--- src/rtl/display_scan_4x.sv ---
// Four-digit multiplexed hex display scanner with frame-synchronous value update
// and optional leading-zero blanking.
module display_scan_4x #(
  parameter int unsigned DIV = 50000
) (
  input  logic        clk,
  input  logic        rst,
  input  logic [15:0] num,
  input  logic        load,
  input  logic        blank_lz,
  output logic [3:0]  bcd,
  output logic [3:0]  an,
  output logic        pending,
  output logic        frame_done
);

  localparam int unsigned CW = (DIV > 1) ? $clog2(DIV) : 1;

  logic [CW-1:0] cnt;
  logic [1:0]    sel;
  logic [15:0]   disp;
  logic [15:0]   pend;
  logic          pend_valid;
  logic          tick;
  logic          boundary;
  logic          blanked;
  logic [3:0]    lz;

  assign tick     = (cnt == CW'(DIV - 1));
  assign boundary = tick && (sel == 2'd3);
  assign pending  = pend_valid;

  always_ff @(posedge clk) begin
    if (!rst) begin
      cnt        <= '0;
      sel        <= '0;
      disp       <= '0;
      pend       <= '0;
      pend_valid <= 1'b0;
      frame_done <= 1'b0;
    end else begin
      cnt        <= tick ? '0 : cnt + 1'b1;
      frame_done <= boundary;
      if (tick)
        sel <= sel + 2'd1;
      // Transfer uses the registered pend; a coincident load lands afterwards
      // and leaves pend_valid set.
      if (boundary && pend_valid) begin
        disp       <= pend;
        pend_valid <= 1'b0;
      end
      if (load) begin
        pend       <= num;
        pend_valid <= 1'b1;
      end
    end
  end

  always_comb begin
    bcd = disp[3:0];
    case (sel)
      2'd0: bcd = disp[3:0];
      2'd1: bcd = disp[7:4];
      2'd2: bcd = disp[11:8];
      2'd3: bcd = disp[15:12];
      default: bcd = disp[3:0];
    endcase
  end

  assign lz[0] = 1'b0;
  assign lz[1] = (disp[15:4]  == '0);
  assign lz[2] = (disp[15:8]  == '0);
  assign lz[3] = (disp[15:12] == '0);

  assign blanked = blank_lz && lz[sel];
  assign an      = blanked ? 4'b1111 : ~(4'b0001 << sel);

endmodule

--- config.mk ---
export PLATFORM = sky130hd
export DESIGN_NAME = display_scan_4x
export DESIGN_NICKNAME = d
export VERILOG_FILES = /design/src/rtl/display_scan_4x.sv
export SDC_FILE = /design/constraint.sdc
export NUM_CORES = 1
export LEC_CHECK = 0
export CAP_MARGIN = 20
export CORE_UTILIZATION = 46
export CTS_BUF_LIST = sky130_fd_sc_hd__clkbuf_8
export CTS_CLUSTER_DIAMETER = 50
export CTS_CLUSTER_SIZE = 28
export DETAILED_ROUTE_END_ITERATION = 7
export PLACE_DENSITY = 0.71
export SLEW_MARGIN = 20
export SYNTH_ARGS = -nofsm -noshare
export SYNTH_HDL_FRONTEND = slang
export SYNTH_SLANG_ARGS = --single-unit
--- constraint.sdc ---
create_clock -name clk -period 2 [get_ports clk]
set_input_delay 0.5 -clock clk [delete_from_list [all_inputs] [get_ports clk]]
set_output_delay 0.5 -clock clk [all_outputs]
set_load 0.05 [all_outputs]
==> impl_metrics.yaml, run 1 <==
clocking:
  root_buffer: "clkbuf_8"
  clk_latency_ns: 0.31
  cts-hold-fix-buffers: 0
  cts_buffer_depth: 2
  cts_sinks: 52
  clk_pin_slew_ns: 0.08
  numCtsBuffers: 5
  htreeDepth: 2
  cts_tree: "yes"
yosys:
  synth-edff-count: 0
  yosysTopAreaCellShare_pct: 44.2
  syn_inst: 247
  ys.flop_type: "dfxtp_1"
  ys_ff_latch: 52
  synth_area_leaders: "dfxtp_1, mux2i_1, nand2_1, xnor2_1, nor2b_1"
  ys_top_cells_by_count: "dfxtp_1, nand2_1, mux2i_1"
  seq_area_frac_synth_pct: 44.2
  ys_warn_count: 0
  async_flop_share_pct: 0
  synth.distinct_cells: 34
  syn_nets: 273
  post_synth.cell_area_avg_um2: 9.53
  synth_most_common_cell: "dfxtp_1"
  netlist.top_cell.by_area: "dfxtp_1"
  syn-cell-area_mm2: 0.00235
setup_path:
  crit_path_start_kind: "flip-flop"
  crit_path_max_fanout: 5
  critPathRequiredTime_ns: 1.50
  critical_path_class: "flip-flop to output pin"
  critical_path_arrival_ns: 1.67
  crit_path_end_kind: "output pin"
placement:
  pre_cts_slack_ns: -0.120
  dp.cells: 352
  portBuffers: 29
  gp_congestion: 0.837
  dp_hpwl_um: 3270
  place_area_mm2: 0.00288
min_path:
  worstHoldPathType: "flip-flop to flip-flop"
finish:
  drive_gt1_share_pct: 21.9
  nNetsFinal: 322
  final_cells: 364
  final_core_util_pct: 65.6
  diodes: 0
  syn_to_final_growth_pct: 34.1
  final_cell_area_mm2: 0.00316
timing:
  max_slew_margin_pct: 67.2
  finalCritPeriodShare_pct: 108
  rsz0062_at_grt: "yes"
  min_period_ns: 2.17
  max_freq_mhz: 462
  timing.hold.ws_ns: 0.459
  fin_ws_ns: -0.167
  hold_viol: 0
  setup_violations: 12
  fin_skew_ns: 0.00801
  worst_pin_slew_ns: 0.490
  drv_slew: 0
outcome:
  status: "finished, violations left"
  violations: "negative setup slack"
power_and_ir_drop:
  power_density_mw_per_mm2: 633
  peakVddDrop_mv: 0.525
  leakagePower_nw: 1.22
global_route:
  antenna_found_initial: 0
  track_usage_pct: 20.2
  grt_pass1_vias: 1724
  grt_pass1_wl_um: 8180
  grt_max_degree: 36
  gr-total-overflow: 0
detailed_routing:
  viasPerCell: 4.98
  first_iter_violations: 116
  wirelength_um: 4790
  drc: 0
  vias: 1813
  dr.pass1.iters: 4
  wl_per_cell_um: 13.2
  ant_nets: 0
floorplanning:
  design.core.area_mm2: 0.00482
  rows: 25
  io_pins: 30
  die_w_um: 73.5
  dieArea_mm2: 0.00541
  die_h_um: 73.5
  start_util_pct: 48.9
job:
  maxCapViolations: 0
critical path, cell delays in order, from the launching register on:
cell,delay [ns]
dfxtp_2,0.35
buf_6,0.13
ha_4,0.17
a222oi_1,0.34
mux2i_1,0.16
buf_4,0.22
final cells by class:
type / count / area (µm²)
flip-flops and latches: 52 / 1050
well taps: 67 / 83.8
clock buffers: 7 / 96.3
clock inverters: 1 / 30.0
multi-input cells: 174 / 1280
fillers: 391 / 1660
inverters: 9 / 33.8
repair buffers: 54 / 576
cells in the final DEF (no fill, tap or decap), types with 2 or more instances in the layout:
cell / netlist / routed
nor3_1: 3 / 3
dfxtp_2: 0 / 4
a21boi_0: 2 / 2
xor2_1: 3 / 3
nand4_1: 4 / 4
dfxtp_4: 0 / 2
inv_2: 0 / 2
buf_6: 1 / 2
a222oi_1: 4 / 4
ha_1: 6 / 2
xnor2_1: 12 / 11
nor2_1: 18 / 18
ha_4: 0 / 3
and3_1: 2 / 2
nand2b_4: 0 / 3
nand2_1: 40 / 40
buf_12: 1 / 9
or4_4: 0 / 2
mux2i_1: 36 / 36
inv_1: 9 / 7
buf_4: 0 / 23
nor4_1: 8 / 6
clkbuf_8: 1 / 7
clkdlybuf4s50_1: 0 / 20
nand3_1: 7 / 7
dfxtp_1: 52 / 46
nor2b_1: 16 / 16
logic make-up (layout without fill, tap and decap cells):
kind of cell	Yosys count	count (layout)	share of synthesized area [%]
mux	36	36	15.3
simple gates	108	108	23.1
fa+ha+maj	6	6	3.19
xor+xnor	15	15	5.58
compound gates	9	9	3.08
buf+inv	21	71	5.58
flops	52	52	44.2
sequential cells by signal (all words and copies together) (netlist names):
register / cells
frame_done: 1
disp: 16
cnt: 16
pending: 1
pend: 16
sel: 2
routing by layer:
layer  track usage [%]  routed length (µm)  up-vias
met5                 0                   0        -
met4              10.0                  94        0
met3              3.29                 158        7
met2              31.3                2270       37
met1              27.1                2270      831
li1                  -                   -      938
path summary, 6_finish.rpt:
| kind | from | endpoint | slack (ns) | cells past startpoint |
|---|---|---|---|---|
| hold / removal | pend[11] | disp[11] | 0.46 | 2 |
| setup reg to reg | cnt[13] | disp[13] | -0.02 | 5 |
| setup / recovery | sel[0] | bcd[3] | -0.17 | 5 |
| hold reg to reg | pend[11] | disp[11] | 0.46 | 2 |
repair_timing:
action                                 4_1_cts  5_1_grt
gates resized for setup                     18       10
endpoints found under the hold margin        0        0
setup endpoints to repair                   40       24
buffers inserted                             3        1
pin swaps                                    4        7
per-stage QoR:
step	TNS, ns	total power [W]
6_report	-0.734	0.00200
5_1_grt	-2.22	0.00207
4_1_cts	-0.623	0.00202
3_5_place_dp	-1.80	0.00124
3_3_place_gp	-0.527	0.00124
2_1_floorplan	-1.24	0.00118
report_power, final:
group	switching [W]	internal, W	leakage (nW)
Sequential	0.0000150	0.00106	0.427
Clock	0.000343	0.000442	0.0645
Combinational	0.0000592	0.0000829	0.732
(Power assumes the default switching activity.)
==> run 2: changes to the inputs <==
CORE_UTILIZATION = 35   (was 46)
PLACE_DENSITY = not set   (was 0.71)
==> run 2 against run 1 <==
The flow finishes with violations (design-rule violations, negative setup slack). Clock skew grew 0.0015 ns. Utilization down 17 points. Combinational power is essentially flat. Non-clock buffer count is 2 higher. Die area up 31%. Worst setup slack gained 0.0019 ns. Maximum frequency hardly changed. Global-route usage fell by 5.7 points. Critical path type unchanged. Critical endpoint unchanged. Largest power group unchanged.
==> impl_metrics.yaml, run 2 (synthesis gave the netlist of run 1 again) <==
outcome:
  status: "finished, violations left"
  violations: "design-rule violations, negative setup slack"
setup_path:
  crit_path_start_kind: "flip-flop"
  r2r-start: "cnt[4]"
  critPathRequiredTime_ns: 1.50
  slowest_delay_ns: 0.39
  rrSetupSlack_ns: -0.04
  critical_path_arrival_ns: 1.66
  cp_slowest_cell: "dfxtp_4"
  reg2regPathDepth: 5
  crit_start: "sel[0]"
  critical_path_class: "flip-flop to output pin"
  crit_path_end_kind: "output pin"
  r2r_end: "disp[5]"
  crit_path_max_fanout: 5
  crit_chain: "inv_4 > ha_4 > a222oi_1 > mux2i_1 > buf_4"
global_route:
  grt_pass1_wl_um: 8080
  grt_pass1_vias: 1734
  gr-total-overflow: 0
  track_usage_pct: 14.4
  grt_max_degree: 36
  antenna_found_initial: 0
floorplanning:
  design.core.area_mm2: 0.00642
  die_w_um: 84.0
  start_util_pct: 36.7
  io_pins: 30
  dieArea_mm2: 0.00706
  die_h_um: 84.0
  rows: 29
placement:
  dp.cells: 366
  pre_cts_slack_ns: -0.0832
  dp_hpwl_um: 3410
  portBuffers: 29
  gp_congestion: 0.807
power_and_ir_drop:
  leakagePower_nw: 1.20
  power_density_mw_per_mm2: 604
  peakVddDrop_mv: 0.336
timing:
  drv_slew: 0
  rsz0062_at_grt: "yes"
  min_period_ns: 2.16
  worst_pin_slew_ns: 0.490
  max_slew_margin_pct: 67.2
  fin_ws_ns: -0.165
  setup_violations: 18
  finalCritPeriodShare_pct: 108
  hold_viol: 0
  max_freq_mhz: 462
  tns_ns: -0.804
  fin_skew_ns: 0.00951
finish:
  drive_gt1_share_pct: 20.9
  final.fill_count: 614
  most-common-layout-cells: "dfxtp_1, nand2_1, mux2i_1, buf_4, clkdlybuf4s50_1"
  reg_top3: "cnt (16), disp (16), pend (16)"
  final_cells: 374
  layout_commonest_cell: "dfxtp_1"
  diodes: 0
  nNetsFinal: 324
  syn_to_final_growth_pct: 33.0
min_path:
  worstHoldPathType: "flip-flop to flip-flop"
  min_from: "pend[3]"
  holdPathEnd: "disp[3]"
  whs_path_depth: 2
detailed_routing:
  dr.pass1.iters: 6
  first_iter_violations: 103
  viasPerCell: 4.85
  drc: 2
  wl_per_cell_um: 12.5
  ant_nets: 0
  wirelength_um: 4690
  vias: 1813
job:
  maxCapViolations: 0
clocking:
  numCtsBuffers: 5
  root_buffer: "clkbuf_8"
  clk_pin_slew_ns: 0.08
  cts_buffer_depth: 2
  cts_tree: "yes"
  cts_sinks: 52
  htreeDepth: 2
  clk_latency_ns: 0.30
-- run 2: cell types whose count changed in the layout (fill, tap and decap cells not counted) --
| cell | before | now |
|---|---|---|
| buf_12 | 9 | 8 |
| buf_4 | 23 | 26 |
| clkbuf_8 | 7 | 5 |
| inv_1 | 7 | 8 |
| inv_2 | 2 | 0 |
| inv_4 | 0 | 1 |
| nand2b_1 | 0 | 1 |
| nand2b_4 | 3 | 2 |
| o21ai_0 | 0 | 1 |
| o21ai_1 | 1 | 0 |
| xnor2_1 | 11 | 12 |
| xnor2_2 | 1 | 0 |
-- run 2: repair_timing --
item                                    4_1_cts  5_1_grt
gates cloned                                  0        0
buffers inserted                              1        1
hold endpoints to repair                      0        0
pin swaps                                     5        3
hold buffers                                  0        0
gates resized for setup                      23        2
endpoints found under the setup margin       25       24
-- run 2: critical path: cells and delay by family, from the launching register on --
family / cells / cell delay (ns)
flip-flops: 1 / 0.39
AO/OA/AOI/OAI: 1 / 0.38
buffers and inverters: 2 / 0.26
adder cells (fa/ha/maj): 1 / 0.17
multiplexers: 1 / 0.16
-- run 2: report_power, final --
group / total [W] / switching (W) / internal [W]
Clock: 0.000678 / 0.000319 / 0.000359
Combinational: 0.000144 / 0.0000606 / 0.0000831
Sequential: 0.00107 / 0.0000136 / 0.00106
-- run 2: metal layers --
metal / vias to the layer above / routed length, µm / track usage (%)
li1: 934 / - / -
met3: 8 / 174 / 3.07
met2: 36 / 2290 / 24.7
met1: 835 / 2150 / 17.8
met5: - / 0 / 0
met4: 0 / 69 / 5.17
-- run 2: per-stage QoR --
stage / hold slack (ns) / power, W / utilization (%) / area [µm²]
6_report: 0.456 / 0.00189 / 48.8 / 3130
5_1_grt: 0.476 / 0.00198 / 48.8 / 3130
4_1_cts: 0.461 / 0.00192 / 48.5 / 3110
3_5_place_dp: 0.449 / 0.00124 / 45.3 / 2910
3_3_place_gp: 0.444 / 0.00124 / 45.3 / 2910
2_1_floorplan: 0.429 / 0.00118 / - / 2360
-- run 2: how the worst max path moves through the flow --
stage                         end  slack, ns  cells after the start
after floorplan            bcd[0]      -0.19                      4
after CTS                  bcd[0]      -0.15                      5
after global placement      an[3]      -0.05                      5
after global routing       bcd[1]      -0.22                      5
after detailed placement  disp[5]      -0.08                      5
final                      bcd[3]      -0.16                      5
-- run 2: cell type report --
type	instances	area [µm²]	share of cell area (%)
Clock inverter	1	30.0	0.958
Sequential cell	52	1050	33.6
Clock buffer	5	68.8	2.20
Timing Repair Buffer	56	578	18.5
Multi-Input combinational cell	174	1270	40.5
Tap cell	77	96.3	3.08
Inverter	9	36.3	1.16
